**src/rtl/lc3b_types.sv**
```systemverilog
// Shared LC-3b datapath types: machine word, CDB broadcast
// bundle and the reorder-buffer entry record.
package lc3b_types;

    localparam int word_width = 16;
    localparam int rob_tag_width = 3;

    typedef logic [word_width-1:0] lc3b_word;
    typedef logic [rob_tag_width-1:0] lc3b_rob_tag;
    typedef logic [2:0] lc3b_reg;

    typedef struct packed {
        logic        valid;
        lc3b_rob_tag tag;
        lc3b_word    data;
    } CDB;

    typedef struct packed {
        logic     busy;
        logic     done;
        logic     ld_reg;
        lc3b_reg  dest;
        lc3b_word value;
    } rob_entry;

endpackage

```
**src/rtl/rob_ptr.sv**
```systemverilog
// Modulo-2**width pointer for the reorder buffer head/tail.
// Ports: clk, reset (sync), clear (sync), inc (advance), ptr.
module rob_ptr #(
    parameter int width = 3
) (
    input  logic             clk,
    input  logic             reset,
    input  logic             clear,
    input  logic             inc,
    output logic [width-1:0] ptr
);

    always_ff @(posedge clk) begin
        if (reset || clear) begin
            ptr <= '0;
        end else if (inc) begin
            // Natural binary wrap gives entries-1 -> 0.
            ptr <= ptr + 1'b1;
        end
    end

endmodule

```
**src/rtl/reorder_buffer.sv**
```systemverilog
// In-order-retire reorder buffer: allocates at tail, captures
// CDB results by tag, commits the head entry once done.
// Ports: clk/reset/flush; alloc_* + alloc_tag/full/empty
// (issue); CDB_in (results); rd_tag/ready/value a,b (operand
// lookup); commit_* (retire to regfile / reg-status table).
module reorder_buffer
    import lc3b_types::*;
#(
    parameter int data_width = 16,
    parameter int tag_width  = 3
) (
    input  logic                  clk,
    input  logic                  reset,
    input  logic                  flush,

    input  logic                  alloc_req,
    input  logic [2:0]            alloc_dest,
    input  logic                  alloc_ld_reg,
    output logic [tag_width-1:0]  alloc_tag,
    output logic                  full,
    output logic                  empty,

    input  CDB                    CDB_in,

    input  logic [tag_width-1:0]  rd_tag_a,
    input  logic [tag_width-1:0]  rd_tag_b,
    output logic                  rd_ready_a,
    output logic                  rd_ready_b,
    output logic [data_width-1:0] rd_value_a,
    output logic [data_width-1:0] rd_value_b,

    output logic                  commit_valid,
    output logic [2:0]            commit_dest,
    output logic                  commit_ld_reg,
    output logic [data_width-1:0] commit_value,
    output logic [tag_width-1:0]  commit_tag
);

    localparam int entries = 2 ** tag_width;
    localparam logic [tag_width:0] max_count =
        (tag_width+1)'(entries);

    rob_entry             entry_q [entries];
    logic [tag_width-1:0] head;
    logic [tag_width-1:0] tail;
    logic [tag_width:0]   count;

    logic do_alloc;
    logic do_commit;

    assign full  = (count == max_count);
    assign empty = (count == '0);
    assign alloc_tag = tail;

    // No alloc-on-free: full is sampled before this cycle's commit.
    assign do_alloc  = alloc_req & ~full & ~flush;

    assign commit_valid  = entry_q[head].busy &
                           entry_q[head].done;
    assign commit_dest   = entry_q[head].dest;
    assign commit_ld_reg = entry_q[head].ld_reg;
    assign commit_value  = entry_q[head].value;
    assign commit_tag    = head;

    assign do_commit = commit_valid & ~flush;

    // No CDB bypass; the issue stage snoops the bus itself.
    assign rd_ready_a = entry_q[rd_tag_a].busy &
                        entry_q[rd_tag_a].done;
    assign rd_ready_b = entry_q[rd_tag_b].busy &
                        entry_q[rd_tag_b].done;
    assign rd_value_a = entry_q[rd_tag_a].value;
    assign rd_value_b = entry_q[rd_tag_b].value;

    rob_ptr #(.width(tag_width)) u_head (
        .clk   (clk),
        .reset (reset),
        .clear (flush),
        .inc   (do_commit),
        .ptr   (head)
    );

    rob_ptr #(.width(tag_width)) u_tail (
        .clk   (clk),
        .reset (reset),
        .clear (flush),
        .inc   (do_alloc),
        .ptr   (tail)
    );

    always_ff @(posedge clk) begin
        if (reset || flush) begin
            count <= '0;
        end else begin
            unique case ({do_alloc, do_commit})
                2'b10:   count <= count + 1'b1;
                2'b01:   count <= count - 1'b1;
                default: count <= count;
            endcase
        end
    end

    always_ff @(posedge clk) begin
        for (int i = 0; i < entries; i++) begin
            if (reset) begin
                entry_q[i] <= '0;
            end else if (flush) begin
                entry_q[i].busy <= 1'b0;
                entry_q[i].done <= 1'b0;
            end else begin
                // Hit only counts on an already-busy entry, so the
                // slot being allocated this cycle is never written.
                if (CDB_in.valid && entry_q[i].busy &&
                    CDB_in.tag == tag_width'(i)) begin
                    entry_q[i].done  <= 1'b1;
                    entry_q[i].value <= CDB_in.data;
                end
                if (do_commit && head == tag_width'(i)) begin
                    entry_q[i].busy <= 1'b0;
                    entry_q[i].done <= 1'b0;
                end
                if (do_alloc && tail == tag_width'(i)) begin
                    entry_q[i].busy   <= 1'b1;
                    entry_q[i].done   <= 1'b0;
                    entry_q[i].dest   <= alloc_dest;
                    entry_q[i].ld_reg <= alloc_ld_reg;
                end
            end
        end
    end

endmodule

```
**config.mk**
```make
export PLATFORM = sky130hd
export DESIGN_NAME = reorder_buffer
export DESIGN_NICKNAME = d
export VERILOG_FILES = /design/src/rtl/lc3b_types.sv /design/src/rtl/rob_ptr.sv /design/src/rtl/reorder_buffer.sv
export SDC_FILE = /design/constraint.sdc
export NUM_CORES = 1
export LEC_CHECK = 0
export BUFFER_PORTS_ARGS = -buffer_cell sky130_fd_sc_hd__buf_4
export CAP_MARGIN = 25
export CORE_AREA = 4 4 136 151
export CTS_CLUSTER_DIAMETER = 40
export DETAILED_ROUTE_END_ITERATION = 10
export DIE_AREA = 0 0 140 155
export GPL_ROUTABILITY_DRIVEN = 1
export PLACE_DENSITY = 0.8
export SETUP_SLACK_MARGIN = 0.2
export SYNTH_ARGS = -nofsm -noshare
export SYNTH_HDL_FRONTEND = slang
export SYNTH_SLANG_ARGS = --single-unit
```
**constraint.sdc**
```tcl
create_clock -name clk -period 2.9 [get_ports clk]
set_input_delay 0.29 -clock clk [delete_from_list [all_inputs] [get_ports clk]]
set_output_delay 0.29 -clock clk [all_outputs]
set_load 0.02 [all_outputs]
```
======== Yosys cells after proc, flatten, opt, wreduce, memory -nomap -nowiden ========
Memory sizes are Yosys's and may differ from the RTL's. A register that Yosys moved wholly into a read port is not among the register bits.
Index checks and enable logic that the tools add are counted.
word-level totals
  flip-flop bits (word level) ............. 10
  RAM bits ................................ 176
  bits of input ports ..................... 34
  word-level logic and storage cells ...... 342
  memories ................................ 1
memories
  memory   depth  width  rd ports  clocked after memory_dff  write ports  RTL line              RTL
  entry_q  8      22     11        1                         8            reorder_buffer.sv:43  rob_entry entry_q [entries];
operators by class
  $add $sub $neg .......................... 4
  equal/unequal tests ..................... 24
  multiplexer cells ....................... 184
  bitwise operators ....................... 88
  reductions and logical operators ........ 38
operators by type and width
  kind                   count
  $mux W1                165
  $mux W16               8
  $or A1 B1 Y1           80
  $eq A3 B3 Y1 const B   12
  $logic_and A1 B1 Y1    32
  $mux W3                10
  $eq A3 B2 Y1 const B   6
  $eq A3 B1 Y1 const B   3
  $logic_not A3 Y1       3
  $pmux W4 S2            1
  $add A3 B1 Y3 const B  2
  $and A1 B1 Y1          6
  $add A4 B1 Y4 const B  1
  $eq A4 B4 Y1 const B   1
  $logic_not A4 Y1       1
  $sub A4 B1 Y4 const B  1
  $eq A2 B1 Y1 const B   1
  $eq A2 B2 Y1 const B   1
  $not A1 Y1             2
  $reduce_bool A2 Y1     1
  $logic_or A1 B1 Y1     1

======== Depth between registers and ports, before layout ========
Gate-level depths: netlist (run 1).
  depth in word-level cells ............... 10
  mapped depth ............................ 11
  depth with buffers taken out ............ 11

======== By module ========
Synthesis (run 1) repeated with hierarchy kept, for this count alone.
second synthesis, totals
  cells, all modules ...................... 720
  area, all modules ....................... 10780.3 um^2
by module, submodules not included
  module          times used  cells each  area an instance (um^2)  sequential area each (um^2)
  reorder_buffer  1           698         10517.6                  5365.1
  rob_ptr         2           11          131.4                    60.1

======== Least setup slack after synthesis (run 1) ========
No wires, ideal clock.
  kind .................................... register to register
  start point ............................. reg with a tool-made name
  end point ............................... reg count[2]
  library setup time ...................... 0.128 ns
  arrival ................................. 2.752 ns
  setup slack ............................. 0.020 ns
  cell stages (with the launch flop) ...... 12
  path buffers ............................ 1
  period minus slack after synthesis ...... 2.880 ns
  cells stage by stage .................... dfxtp_1 -> buf_2 -> mux4_2 -> mux2i_1 -> and2_1 -> ha_1 -> inv_1 -> fa_1 -> xor2_1 -> nor2_1 -> a21oi_1 -> nor2_1
RTL lines
  what                  RTL line              RTL
  to (signal assigned)  reorder_buffer.sv:96  2'b10: count <= count + 1'b1;
  to (signal assigned)  reorder_buffer.sv:97  2'b01: count <= count - 1'b1;
  to (signal assigned)  reorder_buffer.sv:98  default: count <= count;
  to (decl)             reorder_buffer.sv:46  logic [tag_width:0] count;

==> results of run 1 <==
==> routing by layer <==
layer / track usage / wire length [µm] / part of all wire
met1: 0.3433 / 10480 / 0.36
met2: 0.4900 / 15500 / 0.53
met3: 0.04796 / 2274 / 0.078
met4: 0.1038 / 950 / 0.033
met5: 0 / 20 / 0.00068
==> cell usage after synthesis (all sizes together), types with 6 or more instances <==
cell type | count | share of area
edfxtp | 176 | 0.47
and2 | 146 | 0.080
mux4 | 111 | 0.22
mux2 | 53 | 0.053
and3 | 42 | 0.024
clkbuf | 40 | 0.013
nand2 | 35 | 0.012
nand3 | 18 | 0.0079
buf | 17 | 0.0084
nor2 | 16 | 0.0053
ha | 15 | 0.017
dfxtp | 13 | 0.023
inv | 12 | 0.0040
or3 | 9 | 0.0050
a21o | 8 | 0.0055
nand2b | 7 | 0.0039
nor2b | 7 | 0.0039
nor3 | 7 | 0.0031
a21oi | 6 | 0.0026
o22ai | 6 | 0.0033
==> flip-flops by register name, summed over array words and instances, names as in the netlist, named ones only <==
name,flops
entry_q,176
count,4
u_tail.ptr,3
u_head.ptr,3
==> through the flow <==
step	worst slack (ns)	instance area, µm²	instances
after floorplan	0.2955	11370	799
after global placement	0.3440	12350	1106
after detailed placement	0.2403	12350	1106
after CTS	0.2175	12930	1138
after global routing	0.1888	12950	1139
final	0.2992	12950	1139
==> power by group <==
group,internal [mW],switching [mW]
Sequential,3.07,0.0634
Clock,1.22,1.10
Combinational,0.361,0.400
Total,4.65,1.56
==> final cells by class <==
class / instances / area (µm²)
fillers: 1256 / 6012
flip-flops and latches: 189 / 5549
multi-input cells: 541 / 5547
repair buffers: 118 / 923.4
clock buffers: 18 / 429.2
well taps: 247 / 309.0
clock inverters: 14 / 151.4
inverters: 12 / 45.04
==> worst max-delay path, delay by kind of cell, from the launching register on <==
family | cells | cell delay [ns]
mux | 2 | 0.71
simple gates | 3 | 0.53
fa+ha+maj | 2 | 0.50
flops | 1 | 0.39
compound gates | 3 | 0.37
==> cells by family (layout without fill, tap and decap cells) <==
kind of cell,count (synthesis),in the layout,share of synthesized area
simple gates,312,312,0.1625
xor+xnor,3,3,0.002313
buf+inv,69,162,0.02555
mux,169,169,0.2770
flops,189,189,0.4881
compound gates,41,41,0.02632
fa+ha+maj,16,16,0.01828
==> how the worst max path moves through the flow <==
stage,end,depth (start not counted)
global route,count[3],10
floorplan,count[2],11
detailed placement,count[3],10
CTS,count[3],10
global placement,count[2],11
finish,count[3],10
==> repair_timing <==
item	CTS	global route
setup endpoints to repair	20	6
cloned	0	0
gates resized for setup	2	4
buffers inserted	0	1
==> impl_metrics.yaml, run 1 <==
worst_setup_path:
  worstPathRequired_ns: 3.25
  worst_r2r_startpoint: "entry_q[2][21]"
  crit_path_max_fanout: 5
  critPathKind: "reg -> reg"
  critical-path-max-stage-delay_ns: 0.53
  timing.reg2reg.setup_slack_ns: 0.30
  worstPathCellList: "nand2_1, mux4_2, mux2i_4, and2_1, ha_2, ha_1, a21oi_1, and4b_1, o21ai_0, o31ai_1"
  start_kind: "register"
  crit_slowest_cell: "mux4_2"
  worstPathArrival_ns: 2.95
  r2r.worst_path.cells: 10
  cp-startpoint: "entry_q[2][21]"
  timing.rr.end: "count[3]"
  end_kind: "register"
global_routing:
  antenna_found_initial: 1
  grt_start_max_net_pins: 42
  total_gr_overflow: 0
  grtUsageTotal: 0.2769
  grt_pass1_wl_um: 45280
  first_global_vias: 7912
timing:
  period_needed_ns: 2.601
  worst_pin_slew_ns: 0.8787
  final_max_slew_viol_count: 0
  final_hold_viol_count: 0
  totalNegativeSetupSlack_ns: 0
  final.setup_skew_ns: 0.008687
  holdWs_ns: 0.1744
  post-route-period-util: 0.8968
  max_freq_mhz: 384.5
  final-setup-viol-count: 0
  grt_setup_unrepaired: "true"
  slew-limit-headroom: 0.4142
floorplanning:
  start_util: 0.5991
  fp.dieW_um: 140
  vert_die_dim_um: 155
  placementRows: 53
  fp.coreArea_um2: 18970
  io-pin-count: 97
  total_die_area_um2: 21700
logic_synthesis:
  yosys_register_bits: 189
  syn_area_per_cell_um2: 14.22
  synth_warnings: 0
  synth-edff-count: 176
  synthesis.nets: 849
  async_flop_share: 0
  postSynthCellCount: 799
  number_of_distinct_standard_cells_referenced_by_the_synthesized_netlist: 49
  synth-seq-area-share: 0.4881
  netlist_area_before_placement_um2: 11360
  synthFlopType: "edfxtp_1"
detailed_routing:
  routed_wirelength_um: 29220
  number_of_vias_in_the_routed_layout: 7505
  drc_errors: 0
  wl_per_instance_um: 25.66
  drt-initial-drc-count: 699
  detail_route.vias_per_cell: 6.589
  drtPass1Iterations: 7
  residual_antenna_violating_net_count_after_detailed_routing: 0
power:
  totalPowerFinal_mw: 6.214
  total_power_per_unit_cell_area_nw_per_um2: 479.7
  worst_ir_drop_vdd_v: 0.0003908
  power.leakage_nw: 4.930
clock_tree:
  cts_tree: "yes"
  worst_setup_hold_path_clk_slew_ns: 0.08
  tritoncts_num_sinks: 189
  clk_root_buffer_cell: "clkbuf_16"
  numCtsBuffers: 17
  cts_max_path_buffers: 2
  htree_num_levels: 4
  worst_skew_pair.late_latency_ns: 0.43
  holdBufCountCts: 0
run:
  drv_cap: 0
placement:
  gp_congestion: 0.9381
  total_half_perimeter_wirelength_after_legalization_and_detailed_placement_um: 18530
  port_buffers: 96
final_layout:
  finish.net_count: 929
  layout-drive-gt1-share: 0.3711
  area_overhead_of_the_layout_relative_to_synthesis_pct: 14.01
  layout.cells.most_common_list: "edfxtp_1, and2_1, buf_4"
  insertedDiodeCount: 0
  layout_commonest_cell: "edfxtp_1"
  post-route-util: 0.6830
run_status:
  outcome: "finished clean"
min_path:
  hp-class: "in -> reg"
  min-delay-start: "CDB_in[11]"
  capture_endpoint_of_the_worst_hold_path: "entry_q[0][11]"
  min_path_cells: 2
No activity file was read; power rests on OpenSTA's default activity.
==> run 2, diff against run 1 <==
Settings changed: CELL_PAD_IN_SITES_DETAIL_PLACEMENT set to 2, CELL_PAD_IN_SITES_GLOBAL_PLACEMENT set to 2, CORE_AREA 4 4 136 151 to 2 2 153 170, DIE_AREA 0 0 140 155 to 0 0 155 172, PLACE_DENSITY 0.8 to unset, PLACE_DENSITY_LB_ADDON set to 0.1, SYNTH_HIERARCHICAL set to 1.
==> run 2 against run 1 <==
Against the previous run:
- first-iteration DRC count shrank 44%
- final cell count grew 1.6%
- core utilization fell by 17 points
- largest power group unchanged
- highest routed layer is now met4
==> impl_metrics.yaml, run 2 <==
run_status:
  outcome: "finished clean"
logic_synthesis:
  async_flop_share: 0
  synthFlopType: "edfxtp_1"
  synthesis.nets: 760
  synth_area_leaders: "edfxtp_1, mux4_2, and2_1"
  synth-seq-area-share: 0.5088
  synth-edff-count: 176
  number_of_distinct_standard_cells_referenced_by_the_synthesized_netlist: 51
  syn_area_per_cell_um2: 14.97
  top_post_synthesis_cells_by_count: "edfxtp_1, and2_1, mux4_2, mux2_2, clkbuf_1"
  yosys_register_bits: 186
  yosys.area.top_type: "edfxtp_1"
  netlist_area_before_placement_um2: 10780
  postSynthCellCount: 720
  synth.top_cell.area_share: 0.4903
  synth_warnings: 6
  yosys.cell_count.top_type: "edfxtp_1"
floorplanning:
  start_util: 0.4319
  placementRows: 61
  fp.dieW_um: 155
  io-pin-count: 97
  vert_die_dim_um: 172
  total_die_area_um2: 26660
  fp.coreArea_um2: 24960
worst_setup_path:
  end_kind: "register"
  cp-startpoint: "entry_q[0][21]"
  worstPathCellList: "nand2_2, mux4_2, or2_2, a21oi_4, ha_4, inv_1, fa_1, xor2_1, nor2_1, a21oi_1, nor2_1"
  timing.reg2reg.setup_slack_ns: 0.33
  start_kind: "register"
  cp_common_cell: "nor2_1"
  worstSetupEndpoint: "count[2]"
  critical_path.top_delay_family: "simple AND/OR/NAND/NOR gates"
  worstPathArrival_ns: 2.87
  timing.critical_path.depth: 11
  crit_path_max_fanout: 5
  worstPathRequired_ns: 3.21
  worst_r2r_startpoint: "entry_q[0][21]"
  r2r.worst_path.cells: 11
  critical-path-max-stage-delay_ns: 0.45
  crit_slowest_cell: "mux4_2"
  cp.buffers_inverters: 1
  timing.rr.end: "count[2]"
  critPathKind: "reg -> reg"
final_layout:
  area_overhead_of_the_layout_relative_to_synthesis_pct: 17.85
  layout_commonest_cell: "edfxtp_1"
  layout.cells.most_common_list: "edfxtp_1, and2_1, buf_4"
  finish.net_count: 869
  registers.top_by_ff_count: "entry_q"
  post-route-util: 0.5090
  layout-drive-gt1-share: 0.4169
  largest_register_ff_count: 176
  insertedDiodeCount: 0
  largest_registers: "entry_q: 176 flops, count: 4 flops"
timing:
  final-setup-viol-count: 0
  grt_setup_unrepaired: "true"
  post-route-period-util: 0.8848
  finalWorstSetupSlack_ns: 0.3342
  max_freq_mhz: 389.7
  holdWs_ns: 0.07102
  final.setup_skew_ns: 0.01688
  period_needed_ns: 2.566
  totalNegativeSetupSlack_ns: 0
  slew-limit-headroom: 0.4866
  final_hold_viol_count: 0
  worst_pin_slew_ns: 0.7635
  final_max_slew_viol_count: 0
clock_tree:
  numCtsBuffers: 17
  cts_max_path_buffers: 2
  tritoncts_num_sinks: 186
  cts_tree: "yes"
  htree_num_levels: 4
  clk_root_buffer_cell: "clkbuf_16"
  worst_skew_pair.late_latency_ns: 0.44
  worst_setup_hold_path_clk_slew_ns: 0.08
detailed_routing:
  drc_errors: 0
  residual_antenna_violating_net_count_after_detailed_routing: 0
  detail_route.vias_per_cell: 6.169
  routed_wirelength_um: 33940
  wl_per_instance_um: 29.33
  drt-initial-drc-count: 392
  number_of_vias_in_the_routed_layout: 7137
  drtPass1Iterations: 5
power:
  power.leakage_nw: 4.647
  total_power_per_unit_cell_area_nw_per_um2: 486.6
  power.share.switching: 0.2657
  p_sw_mw: 1.643
  p_int_mw: 4.540
  power.share.sequential: 0.501
  share_clk_of_total_power: 0.375
  worst_ir_drop_vdd_v: 0.0003866
  power_frac_comb: 0.124
  totalPowerFinal_mw: 6.183
global_routing:
  grtUsageTotal: 0.2633
  antenna_found_initial: 0
  grt_start_max_net_pins: 34
  first_global_vias: 8030
  total_gr_overflow: 0
  grt_pass1_wl_um: 50930
placement:
  port_buffers: 96
  post-place-ws_ns: 0.1346
  total_half_perimeter_wirelength_after_legalization_and_detailed_placement_um: 22850
  gp_congestion: 0.7574
min_path:
  hp-class: "in -> reg"
run:
  drv_cap: 0
run 2: changes by cell type after synthesis, moves of 8 or more:
| cell | before | now |
|---|---|---|
| inv_1 | 12 | 4 |
| nor4_1 | 1 | 9 |
| and2_1 | 144 | 161 |
| nand2_1 | 35 | 23 |
| ha_1 | 15 | 5 |
| and3_1 | 41 | 4 |
run 2: cells by family (layout without fill, tap and decap cells):
| family | Yosys count | in the layout | synth area share |
|---|---|---|---|
| AND/OR/NAND/NOR | 276 | 276 | 0.1544 |
| adder cells (fa/ha/maj) | 6 | 6 | 0.007660 |
| multiplexers | 165 | 165 | 0.2857 |
| buffers and inverters | 55 | 177 | 0.02031 |
| AO/OA/AOI/OAI | 28 | 28 | 0.01985 |
| XOR/XNOR | 4 | 4 | 0.003250 |
| flip-flops | 186 | 186 | 0.5088 |
run 2: power groups by stage:
stage	Sequential, mW	Combinational (mW)	Clock (mW)
finish	3.10	0.768	2.32
detailed placement	3.16	0.767	0
CTS	3.10	0.773	2.35
global route	3.11	0.810	2.44
floorplan	3.12	0.450	0
global placement	3.13	0.745	0
run 2: through the flow:
stage | cell area [µm²] | instances
after global placement | 12090 | 1122
after detailed placement | 12090 | 1122
after CTS | 12670 | 1155
after floorplan | 10800 | 720
after global routing | 12700 | 1157
final | 12700 | 1157
run 2: worst register-to-register path, delay by kind of cell (launching register included):
kind	cells	cell delay, ns
XOR/XNOR	1	0.17
AO/OA/AOI/OAI	2	0.29
AND/OR/NAND/NOR	4	0.55
flip-flops	1	0.39
buffers and inverters	1	0.05
multiplexers	1	0.45
adder cells (fa/ha/maj)	2	0.55
run 2: layout make-up:
type / count / area, µm²
clock inverter: 15 / 143.9
sequential: 186 / 5492
tap: 315 / 394.1
fill: 2307 / 12250
inverter: 5 / 18.77
multi-input combinational: 479 / 5106
timing repair buffer: 140 / 1125
clock buffer: 17 / 425.4
run 2: worst min path at each step:
stage              from  cells past startpoint  slack (ns)            end
2_1_floorplan     reset                      1        0.35  u_head/ptr[2]
3_3_place_gp   count[3]                      2        0.49       count[3]
3_5_place_dp   count[3]                      2        0.51       count[3]
4_1_cts           reset                      2        0.06  u_tail/ptr[2]
5_1_grt           reset                      2        0.06  u_tail/ptr[2]
6_report          reset                      2        0.07  u_tail/ptr[2]
run 2: routing by layer:
layer  vias up  GRT usage  wire length [µm]
met1      3818     0.3116             13010
met3        54    0.03434              1210
met5         -          0                 0
li1       3052          -                 -
met2       213     0.4949             18870
met4         0    0.08857               842
run 2: timing repair:
| item | CTS | global route |
|---|---|---|
| gates resized for setup | 1 | 5 |
| hold buffers | 0 | 0 |
| endpoints found under the hold margin | 0 | 0 |
| setup buffers | 1 | 2 |
| endpoints found under the setup margin | 5 | 23 |
| pin swaps | 1 | 0 |
==> run 3, diff against run 2 <==
Settings changed: CELL_PAD_IN_SITES_DETAIL_PLACEMENT 2 to 0, CELL_PAD_IN_SITES_GLOBAL_PLACEMENT 2 to 1, CORE_AREA 2 2 153 170 to 2 2 142 158, DIE_AREA 0 0 155 172 to 0 0 144 160.
==> run 3 against run 2 <==
Against the previous run:
- die area decreased by 14%
- register-to-register slack improved by 0.02 ns
- clock power fell by 2%
- via count decreased by 4.5%
- highest routed layer unchanged
- first-iteration DRC count up 28%
- core utilization is 7.6 points higher
- fmax down 1.0%
- critical path depth shrank 7
- sequential power hardly changed
- wire length fell by 18%
==> impl_metrics.yaml, run 3 (synthesis gave the netlist of run 2 again) <==
worst_setup_path:
  worstPathRequired_ns: 2.61
  critical_path.top_delay_family: "multiplexers"
  critical-path-max-stage-delay_ns: 0.59
  worst_r2r_startpoint: "entry_q[0][21]"
  end_kind: "output pin"
  worstPathCellList: "buf_4, mux4_2, mux2_2, buf_4"
  timing.reg2reg.setup_slack_ns: 0.35
  worstPathArrival_ns: 2.30
  cp.buffers_inverters: 2
  crit_slowest_cell: "mux4_2"
  cp-startpoint: "u_head/ptr[0]"
  start_kind: "register"
  critPathKind: "reg -> out"
  cp_common_cell: "buf_4"
  worstSetupEndpoint: "commit_dest[2]"
  timing.critical_path.depth: 4
  r2r.worst_path.cells: 10
  crit_path_max_fanout: 31
  timing.rr.end: "count[3]"
clock_tree:
  htree_num_levels: 4
  cts_max_path_buffers: 2
  worst_setup_hold_path_clk_slew_ns: 0.08
  tritoncts_num_sinks: 186
  numCtsBuffers: 17
  clk_root_buffer_cell: "clkbuf_16"
  cts_tree: "yes"
  worst_skew_pair.late_latency_ns: 0.43
final_layout:
  finish.net_count: 865
  registers.top_by_ff_count: "entry_q"
  layout.cells.most_common_list: "edfxtp_1, and2_1, buf_4"
  largest_register_ff_count: 176
  nFillCells: 1727
  final_design_area_no_fill_um2: 12640
  area_overhead_of_the_layout_relative_to_synthesis_pct: 17.21
  layout-drive-gt1-share: 0.4117
  final_cells: 1134
  sequential_cell_area_um2: 5490
  layout_commonest_cell: "edfxtp_1"
  post-route-util: 0.5847
  largest_registers: "entry_q: 176 flops, count: 4 flops"
  multi_input_gate_area_in_the_final_layout_um2: 5104
power:
  power_frac_comb: 0.121
  power.share.sequential: 0.505
  p_sw_mw: 1.575
  share_clk_of_total_power: 0.374
  total_power_per_unit_cell_area_nw_per_um2: 483.7
  p_int_mw: 4.537
  worst_ir_drop_vdd_v: 0.0003819
  power.share.switching: 0.2577
  power.leakage_nw: 4.618
floorplanning:
  fp.dieW_um: 144
  start_util: 0.4989
  io-pin-count: 97
  total_die_area_um2: 23040
  placementRows: 57
  fp.coreArea_um2: 21610
  vert_die_dim_um: 160
global_routing:
  antenna_found_initial: 1
  grtUsageTotal: 0.2528
  first_global_vias: 7284
  grt_pass1_wl_um: 42610
  grt_start_max_net_pins: 34
  total_gr_overflow: 0
detailed_routing:
  drc_errors: 0
  number_of_vias_in_the_routed_layout: 6814
  residual_antenna_violating_net_count_after_detailed_routing: 0
  drtPass1Iterations: 5
  wl_per_instance_um: 24.52
  routed_wirelength_um: 27810
  drt-initial-drc-count: 500
  detail_route.vias_per_cell: 6.009
timing:
  post-route-period-util: 0.8941
  final-setup-viol-count: 0
  final.setup_skew_ns: 0.01009
  max_freq_mhz: 385.7
  totalNegativeSetupSlack_ns: 0
  final_max_slew_viol_count: 0
  holdWs_ns: 0.1707
  slew-limit-headroom: 0.3931
  grt_setup_unrepaired: "false"
  period_needed_ns: 2.593
  final_hold_viol_count: 0
  worst_pin_slew_ns: 0.9021
run:
  drv_cap: 0
placement:
  total_half_perimeter_wirelength_after_legalization_and_detailed_placement_um: 18330
  placed_area_um2: 12020
  gp_congestion: 0.8011
  port_buffers: 96
  placedCellCount: 1099
min_path:
  hp-class: "in -> reg"
run_status:
  outcome: "finished clean"
run 3: repair_timing:
item / in CTS / in global routing
gates resized for setup: 2 / 2
hold buffers: 0 / 0
pin swaps: 0 / 1
setup buffers: 0 / 2
setup endpoints to repair: 4 / 3
run 3: worst min-delay path by stage:
| stage | from | to | slack [ns] | depth (start not counted) |
|---|---|---|---|---|
| final | flush | u_tail/ptr[2] | 0.17 | 2 |
| after global routing | flush | u_tail/ptr[2] | 0.18 | 2 |
| after CTS | flush | u_head/ptr[0] | 0.16 | 2 |
| after detailed placement | count[3] | count[3] | 0.50 | 2 |
| after global placement | count[3] | count[3] | 0.49 | 2 |
| after floorplan | reset | u_head/ptr[2] | 0.35 | 1 |
run 3: final cells by class:
class / count / area share
diodes: 1 / 0.0001980
clock buffers: 17 / 0.03367
clock inverters: 15 / 0.01168
inverters: 5 / 0.001485
multi-input cells: 479 / 0.4039
flip-flops and latches: 186 / 0.4345
well taps: 295 / 0.02921
repair buffers: 136 / 0.08535
run 3: layer usage:
metal,wire length [µm],track usage
met5,0,0
met4,924,0.09581
met3,1515,0.04588
met2,14400,0.4310
met1,10970,0.3221
run 3: power by group through the flow:
stage	Clock [mW]	Sequential [mW]	Combinational, mW
after global routing	2.42	3.10	0.783
after CTS	2.32	3.09	0.747
after detailed placement	0	3.15	0.744
final	2.28	3.09	0.741
after global placement	0	3.13	0.733
after floorplan	0	3.12	0.450
run 3: through the flow:
step / total power, mW / setup slack [ns]
final: 6.112 / 0.3072
after global routing: 6.303 / 0.2046
after CTS: 6.150 / 0.2401
after detailed placement: 3.891 / 0.2013
after global placement: 3.866 / 0.2692
after floorplan: 3.575 / 0.2018
